--- config.mk ---
export PLATFORM = sky130hd
export DESIGN_NAME = fifo_wr_ctrl_wifi
export DESIGN_NICKNAME = d
export VERILOG_FILES = /design/src/rtl/fifo_wr_ctrl_wifi.sv
export SDC_FILE = /design/constraint.sdc
export NUM_CORES = 1
export LEC_CHECK = 0
export BUFFER_PORTS_ARGS = -buffer_cell sky130_fd_sc_hd__buf_2
export CAP_MARGIN = 20
export CELL_PAD_IN_SITES_DETAIL_PLACEMENT = 0
export CELL_PAD_IN_SITES_GLOBAL_PLACEMENT = 1
export CORE_AREA = 2 2 56 58
export DETAILED_ROUTE_END_ITERATION = 8
export DIE_AREA = 0 0 58 60
export PLACE_DENSITY_LB_ADDON = 0.3
export SYNTH_ARGS = -nofsm -noshare
export SYNTH_HDL_FRONTEND = slang
export SYNTH_SLANG_ARGS = --single-unit
--- constraint.sdc ---
create_clock -name W_CLK -period 2.8 [get_ports W_CLK]
set_input_delay 0.14 -clock W_CLK [delete_from_list [all_inputs] [get_ports W_CLK]]
set_output_delay 0.14 -clock W_CLK [all_outputs]
set_load 0.01 [all_outputs]
--- src/rtl/fifo_wr_ctrl_wifi.sv ---
// -----------------------------------------------------------------------------
// fifo_wr_ctrl_wifi
//
// Write-side pointer and flag controller for the WiFi PHY asynchronous FIFO.
// It runs entirely in the write clock domain. It drives the write port of the
// dual-clock RAM and exports a Gray-coded write pointer to the read domain. It
// also brings the read domain's Gray pointer across through a two-flop
// synchroniser and derives the full, almost-full, level and overflow status
// that the producer uses to throttle its pushes.
//
// Ports
//   W_CLK        in   write-domain clock (the only clock)
//   W_RST        in   asynchronous active-high reset
//   W_INC        in   push request, sampled on posedge W_CLK
//   R_PTR_GRAY   in   Gray read pointer from the read domain (asynchronous)
//   CLR_OVF      in   clears the sticky OVERFLOW flag
//   W_CLK_en     out  RAM write enable (push accepted this cycle)
//   W_Addr       out  RAM write address
//   W_PTR_GRAY   out  registered Gray write pointer for the read domain
//   FULL         out  registered full flag
//   ALMOST_FULL  out  W_LEVEL >= AF_THRESH
//   W_LEVEL      out  write-domain occupancy, 0 .. 2^ADDR_FIFO
//   OVERFLOW     out  sticky: a push was attempted while FULL
// -----------------------------------------------------------------------------
module fifo_wr_ctrl_wifi #(
  parameter int ADDR_FIFO = 4,
  parameter int AF_THRESH = 12
) (
  input  logic                 W_CLK,
  input  logic                 W_RST,
  input  logic                 W_INC,
  input  logic [ADDR_FIFO:0]   R_PTR_GRAY,
  input  logic                 CLR_OVF,
  output logic                 W_CLK_en,
  output logic [ADDR_FIFO-1:0] W_Addr,
  output logic [ADDR_FIFO:0]   W_PTR_GRAY,
  output logic                 FULL,
  output logic                 ALMOST_FULL,
  output logic [ADDR_FIFO:0]   W_LEVEL,
  output logic                 OVERFLOW
);

  localparam int A = ADDR_FIFO;

  // Full is detected in Gray space: the write pointer equals the read pointer
  // with its two most-significant bits inverted (one full lap ahead).
  localparam logic [A:0] FULL_XOR = (A+1)'(3) << (A-1);
  localparam logic [A:0] AF_LVL   = (A+1)'(AF_THRESH);

  logic [A:0] wbin_q,  wbin_d;
  logic [A:0] wgray_q, wgray_d;
  logic [A:0] rq1_q,   rq2_q;
  logic [A:0] rbin_s;
  logic       full_q,  full_d;
  logic       ovf_q,   ovf_d;
  logic       push;

  // The enable is also gated by reset so the RAM is never written while the
  // pointers are being cleared.
  assign push = W_INC & ~full_q & ~W_RST;

  // Gray-to-binary of the synchronised read pointer: bit i is the XOR of all
  // Gray bits at and above i.
  always_comb begin
    // NOTE: every combinationally assigned signal gets a default first so no
    // path leaves it unassigned and no latch is inferred.
    rbin_s = '0;
    for (int i = 0; i <= A; i++) begin
      rbin_s[i] = ^(rq2_q >> i);
    end
  end

  always_comb begin
    wbin_d  = wbin_q + (A+1)'(push);
    wgray_d = wbin_d ^ (wbin_d >> 1);
    // Looking at the post-push pointer makes FULL rise on the same edge as the
    // push that fills the last entry, so the producer can never overrun.
    full_d  = (wgray_d == (rq2_q ^ FULL_XOR));
    // Set has priority over clear so a fresh overflow is never lost.
    if (W_INC && full_q) begin
      ovf_d = 1'b1;
    end else if (CLR_OVF) begin
      ovf_d = 1'b0;
    end else begin
      ovf_d = ovf_q;
    end
  end

  always_ff @(posedge W_CLK or posedge W_RST) begin
    if (W_RST) begin
      wbin_q  <= '0;
      wgray_q <= '0;
      rq1_q   <= '0;
      rq2_q   <= '0;
      full_q  <= 1'b0;
      ovf_q   <= 1'b0;
    end else begin
      // NOTE: non-blocking assignments so every flop samples the values from
      // before this edge; rq2 must take the old rq1, not the new one.
      wbin_q  <= wbin_d;
      wgray_q <= wgray_d;
      rq1_q   <= R_PTR_GRAY;
      rq2_q   <= rq1_q;
      full_q  <= full_d;
      ovf_q   <= ovf_d;
    end
  end

  assign W_CLK_en    = push;
  assign W_Addr      = wbin_q[A-1:0];
  assign W_PTR_GRAY  = wgray_q;
  assign FULL        = full_q;
  assign OVERFLOW    = ovf_q;
  // The synchronised read pointer lags the real one, so this level can only
  // over-estimate the occupancy, which is the safe direction for a writer.
  assign W_LEVEL     = wbin_q - rbin_s;
  assign ALMOST_FULL = (W_LEVEL >= AF_LVL);

endmodule

==> flow_summary.json, run 1 <==
{
  "status": "completed",
  "clock_path_buffers": 2,
  "antenna_found_initial": 0,
  "globalRouteTotalUtil": 0.110,
  "drt-initial-drc-count": 7,
  "first_pass_iters": 2,
  "setup_slack_ps": 45.0,
  "place.gp.congestion": 0.734,
  "cp_slowest_cell": "dfrtp_1",
  "startpoint_type": "register",
  "port_buffers": 26,
  "clock_sinks": 21,
  "num_rows": 20,
  "drcViolationCount": 0,
  "critPathTopFamily": "XOR/XNOR gates",
  "pre_cts_ws_ps": 106,
  "finalSetupViolCount": 0,
  "min_period_ps": 2760,
  "synth_top_family_by_area": "XOR/XNOR gates",
  "synthMuxAreaShare": 0,
  "die-area_um2": 3480,
  "grt_pass1_wl_um": 2900,
  "worstSetupPathType": "reg -> out",
  "syn-cell-area_um2": 992,
  "ys_ff_latch": 21,
  "dpl.cell_count": 143,
  "max-cap-violations": 0,
  "drv_slew": 0,
  "synth_cell_types": 20,
  "fin_tns_setup_ps": 0,
  "routed_wl_um": 1660,
  "vias": 717,
  "synthToLayoutAreaGrowth_pct": 31.5,
  "syn_nets": 99,
  "htree_levels": 1,
  "cp_data_required_time_ps": 2660,
  "fin_skew_ps": 5.40,
  "post-dp-hpwl_um": 1260,
  "final_core_util": 0.450,
  "synth.yosys.seq_area_share": 0.530,
  "fillers": 291,
  "ant_nets": 0,
  "start_util": 0.342,
  "arrival_ps": 2620,
  "grt_pass1_vias": 699,
  "total_power_mw": 1.34,
  "nets": 142,
  "tightest_slew_ps": 760,
  "hold_ws_ps": 36.4,
  "grt_max_degree": 22,
  "max-slew-margin-rel": 0.493,
  "finalHoldViolations": 0,
  "end_kind": "output pin",
  "syn_inst": 83,
  "cts_buffers": 3,
  "rsz0062_at_grt": "yes",
  "clkLatencyLatePin_ps": 290,
  "synth_area_leader_cell": "dfrtp_1",
  "synth-compound-area-share": 0.0517,
  "yosysWarnings": 0,
  "viasPerCell": 4.54,
  "cts_root_buf": "clkbuf_4",
  "clk_pin_slew_ps": 110,
  "crit_path_max_fanout": 2,
  "synth-xor-area-share": 0.192,
  "io_pins": 27,
  "avgSynthCellArea_um2": 12.0,
  "synth_area_leaders": "dfrtp_1, xor2_1, ha_1",
  "crit_chain": "xnor2_2 > xor2_1 > xor2_1 > buf_4 > buf_4 > inv_2 > fa_2 > nor2b_1 > o21ai_1 > a21oi_1 > o32ai_1 > buf_2",
  "yosys.area_share.simple": 0.0858,
  "final_cells": 158,
  "leakagePower_nw": 0.654,
  "power.density_nw_per_um2": 1030,
  "synth_fa_ha_area_frac": 0.0958,
  "grt_overflow_total": 0,
  "finalCritPeriodShare": 0.984,
  "wl_per_cell_um": 10.5,
  "antennaDiodeCount": 0,
  "postPlaceCellArea_um2": 1170,
  "die_y_um": 60,
  "critical_path.max_stage_delay_ps": 420,
  "design_area_um2": 1310,
  "crit_buf_inv": 4,
  "peakVddDrop_v": 0.000584,
  "synth.top_cell.area_share": 0.530,
  "dieWidth_um": 58,
  "hold_path_class": "in -> reg",
  "max_freq_ghz": 0.363,
  "core_area_um2": 2900,
  "drive_gt1_frac": 0.336,
  "cts_tree": "done"
}
[worst register-to-register path: cells and delay by family (launching register included)]
| kind | cells | cell delay (ps) |
|---|---|---|
| AND/OR/NAND/NOR | 2 | 660 |
| flip-flops | 1 | 410 |
| AO/OA/AOI/OAI | 1 | 240 |
| adder cells (fa/ha/maj) | 2 | 530 |
| XOR/XNOR | 2 | 430 |
[cell usage after synthesis]
cell type  number
o21ai_0         3
xor2_1         12
a221oi_2        1
fa_1            1
and3_1          1
ha_1            6
nand2_1         3
xor2_2          1
a21oi_1         1
inv_1          12
nor3b_1         2
nor2b_1         2
a21boi_0        1
dfrtp_1        21
o32ai_1         1
nor2_1          2
or3_1           2
nand3_1         4
xnor2_2         1
xnor2_1         6
[cells in the final DEF (no fill, tap or decap), types with 3 or more instances in the layout]
cell type,n
buf_2,26
dfrtp_1,21
dlygate4sd3_1,6
ha_1,5
inv_1,11
nand2_1,3
xnor2_1,6
clkbuf_4,3
xor2_1,12
nand3_1,4
buf_4,6
[metal layers]
layer	global-route usage	vias to the layer above	wire [um]
li1	-	347	-
met1	0.137	354	723
met2	0.187	14	862
met3	0.0130	2	60
met4	0.0598	0	16
met5	0	-	0
[where the power goes]
part	leakage [nW]	switching [mW]	total [mW]	internal, mW
Combinational	0.387	0.397	0.748	0.351
Sequential	0.252	0.0695	0.455	0.385
Clock	0.0150	0.0849	0.140	0.0554
[final timing paths]
path	from	end	slack, ps	cells past startpoint
setup reg to reg	FULL	FULL	450	7
setup / recovery	rq2_q[4]	ALMOST_FULL	40	12
min in group asynchronous	W_RST	FULL	540	3
hold / removal	CLR_OVF	OVERFLOW	40	2
hold reg to reg	rq1_q[4]	rq2_q[4]	360	0
max in group asynchronous	W_RST	rq2_q[4]	1780	3
[flip-flops by register name, indices dropped and copies added, names as in the netlist]
name,count
FULL,1
OVERFLOW,1
W_PTR_GRAY,4
rq1_q,5
rq2_q,5
wbin_q,5
[area by class of cell]
| class | instances | area, um^2 | area share |
|---|---|---|---|
| repair buffers | 38 | 235 | 0.180 |
| inverters | 12 | 45.0 | 0.0345 |
| multi-input cells | 50 | 432 | 0.331 |
| clock buffers | 4 | 26.3 | 0.0201 |
| well taps | 33 | 41.3 | 0.0316 |
| flip-flops and latches | 21 | 526 | 0.403 |
[logic make-up (layout without fill, tap and decap cells)]
logic type                 after synthesis  count (layout)
buffers and inverters                   12              54
xor gates and xnor gates                20              20
AOI/OAI and AO/OA                        7               7
and+or+nand+nor                         16              16
adders and majority gates                7               7
DFF                                     21              21
[repair_timing]
action / in CTS / in global routing
resized for setup: 7 / 0
hold endpoints to repair: 15 / 0
setup endpoints to repair: 2 / 3
pin swaps: 8 / 5
hold buffers: 6 / 0
setup buffers: 4 / 1
Power figures use the tool's default switching activity.
==> run 2: changes to the inputs <==
--- a/config.mk
+++ b/config.mk
@@ -9,10 +9,11 @@
 export CAP_MARGIN = 20
 export CELL_PAD_IN_SITES_DETAIL_PLACEMENT = 0
 export CELL_PAD_IN_SITES_GLOBAL_PLACEMENT = 1
-export CORE_AREA = 2 2 56 58
+export CORE_AREA = 2 2 54 56
 export DETAILED_ROUTE_END_ITERATION = 8
-export DIE_AREA = 0 0 58 60
+export DIE_AREA = 0 0 56 58
 export PLACE_DENSITY_LB_ADDON = 0.3
+export RECOVER_POWER = 100
 export SYNTH_ARGS = -nofsm -noshare
 export SYNTH_HDL_FRONTEND = slang
 export SYNTH_SLANG_ARGS = --single-unit
==> run 2 against run 1 <==
Effect of this change: clock-buffer cell count down 1; register-to-register slack worse by 60 ps; wire length up 5.8%; clock skew rose by 2.1 ps; flip-flop and latch count unchanged; core utilization is 4.9 points higher; the flow now finishes with violations (setup timing); worst setup slack lost 71 ps; clock power about the same; critical path type unchanged; power up 4.2%.
==> flow_summary.json, run 2 (synthesis results as in run 1) <==
{
  "status": "finished with violations",
  "violations": "setup timing",
  "design_area_um2": 1330,
  "die_y_um": 58,
  "cp_data_required_time_ps": 2660,
  "grt_pass1_vias": 702,
  "startpoint_type": "register",
  "tightest_slew_ps": 750,
  "holdPathStages": 2,
  "fin_skew_ps": 7.48,
  "first_pass_iters": 4,
  "finalHoldViolations": 0,
  "drive_gt1_frac": 0.291,
  "grt_overflow_total": 0,
  "cts_tree": "done",
  "clkLatencyLatePin_ps": 290,
  "final_common_cell": "dfrtp_1",
  "drv_slew": 0,
  "worstSetupPathType": "reg -> out",
  "finalCritPeriodShare": 1.01,
  "hp-start": "CLR_OVF",
  "num_rows": 19,
  "setup_slack_ps": -25.9,
  "peakVddDrop_v": 0.000596,
  "min_period_ps": 2830,
  "post-dp-hpwl_um": 1280,
  "globalRouteTotalUtil": 0.115,
  "r2r_cells": 7,
  "cts_root_buf": "clkbuf_4",
  "postPlaceCellArea_um2": 1160,
  "max-slew-margin-rel": 0.499,
  "whs_endpoint": "OVERFLOW",
  "core_area_um2": 2660,
  "drcViolationCount": 0,
  "max-cap-violations": 0,
  "reg_top3": "rq1_q (5), rq2_q (5), wbin_q (5)",
  "leakagePower_nw": 0.630,
  "grt_pass1_wl_um": 2880,
  "clock_path_buffers": 2,
  "r2r-start": "FULL",
  "power.density_nw_per_um2": 1050,
  "antennaDiodeCount": 0,
  "hold_ws_ps": 35.5,
  "vias": 713,
  "grt_max_degree": 22,
  "crit_path_max_fanout": 2,
  "port_buffers": 26,
  "clock_sinks": 21,
  "routed_wl_um": 1760,
  "nets": 144,
  "end_kind": "output pin",
  "viasPerCell": 4.51,
  "die-area_um2": 3250,
  "drt-initial-drc-count": 1,
  "wl_per_cell_um": 11.1,
  "r2r_setup_slack_ps": 390,
  "antenna_found_initial": 0,
  "htree_levels": 1,
  "dieWidth_um": 56,
  "cts_buffers": 3,
  "start_util": 0.373,
  "rsz0062_at_grt": "yes",
  "clk_pin_slew_ps": 110,
  "r2r-end": "FULL",
  "finalSetupViolCount": 1,
  "io_pins": 27,
  "total_power_mw": 1.40,
  "max_freq_ghz": 0.354,
  "place.gp.congestion": 0.684,
  "layout_common_cells": "dfrtp_1, buf_2, clkbuf_1, inv_1, xor2_1",
  "synthToLayoutAreaGrowth_pct": 33.9,
  "hold_path_class": "in -> reg",
  "arrival_ps": 2690,
  "ant_nets": 0,
  "pre_cts_ws_ps": 15.3
}
## run 2: how the worst max path moves through the flow
stage                         from          end  slack (ps)  depth (start not counted)
after detailed placement  rq2_q[4]  ALMOST_FULL          20                         11
after global routing      rq2_q[4]  ALMOST_FULL        -180                         11
after CTS                 rq2_q[3]  ALMOST_FULL         -60                         11
after floorplan           rq2_q[4]  ALMOST_FULL         270                         10
after global placement    rq2_q[4]  ALMOST_FULL         130                         11
final                     rq2_q[4]  ALMOST_FULL         -30                         11
## run 2: metal layers
| layer | vias to the layer above | global-route usage | wire [um] |
|---|---|---|---|
| met5 | - | 0 | 0 |
| met4 | 0 | 0.0612 | 16 |
| met3 | 2 | 0.0134 | 59 |
| met2 | 15 | 0.202 | 928 |
| met1 | 345 | 0.139 | 754 |
| li1 | 351 | - | - |
## run 2: final cells by class
class / instances / area [um^2]
fill: 263 / 1330
sequential: 21 / 526
multi-input combinational: 50 / 458
timing repair buffer: 40 / 234
inverter: 12 / 45.0
tap: 31 / 38.8
clock buffer: 3 / 22.5
clock inverter: 1 / 5.00
## run 2: power breakdown
part | leakage, nW | switching, mW | internal [mW]
combinational | 0.361 | 0.435 | 0.367
clock | 0.0177 | 0.0854 | 0.0531
sequential | 0.252 | 0.0736 | 0.386
## run 2: critical path: stages (launching register included)
cell	delay (ps)
dfrtp_1	430
xnor2_2	230
xor2_2	180
xor2_1	220
xnor2_1	100
ha_2	200
fa_2	380
nor2b_2	130
o21ai_2	80
and3_4	190
o32ai_2	90
buf_2	170
## run 2: stage by stage
step           setup TNS (ps)  utilization  std cells
6_report                -25.9        0.499        158
3_5_place_dp                0        0.436        140
3_3_place_gp                0        0.436        140
5_1_grt                  -310        0.499        158
4_1_cts                 -63.8        0.491        156
2_1_floorplan               0            -         83
## run 2: what timing repair did
action	CTS	global route
gates resized for setup	6	7
setup buffers	6	2
pin swaps	7	8
endpoints found under the hold margin	17	0
endpoints found under the setup margin	3	3
hold buffers	6	0
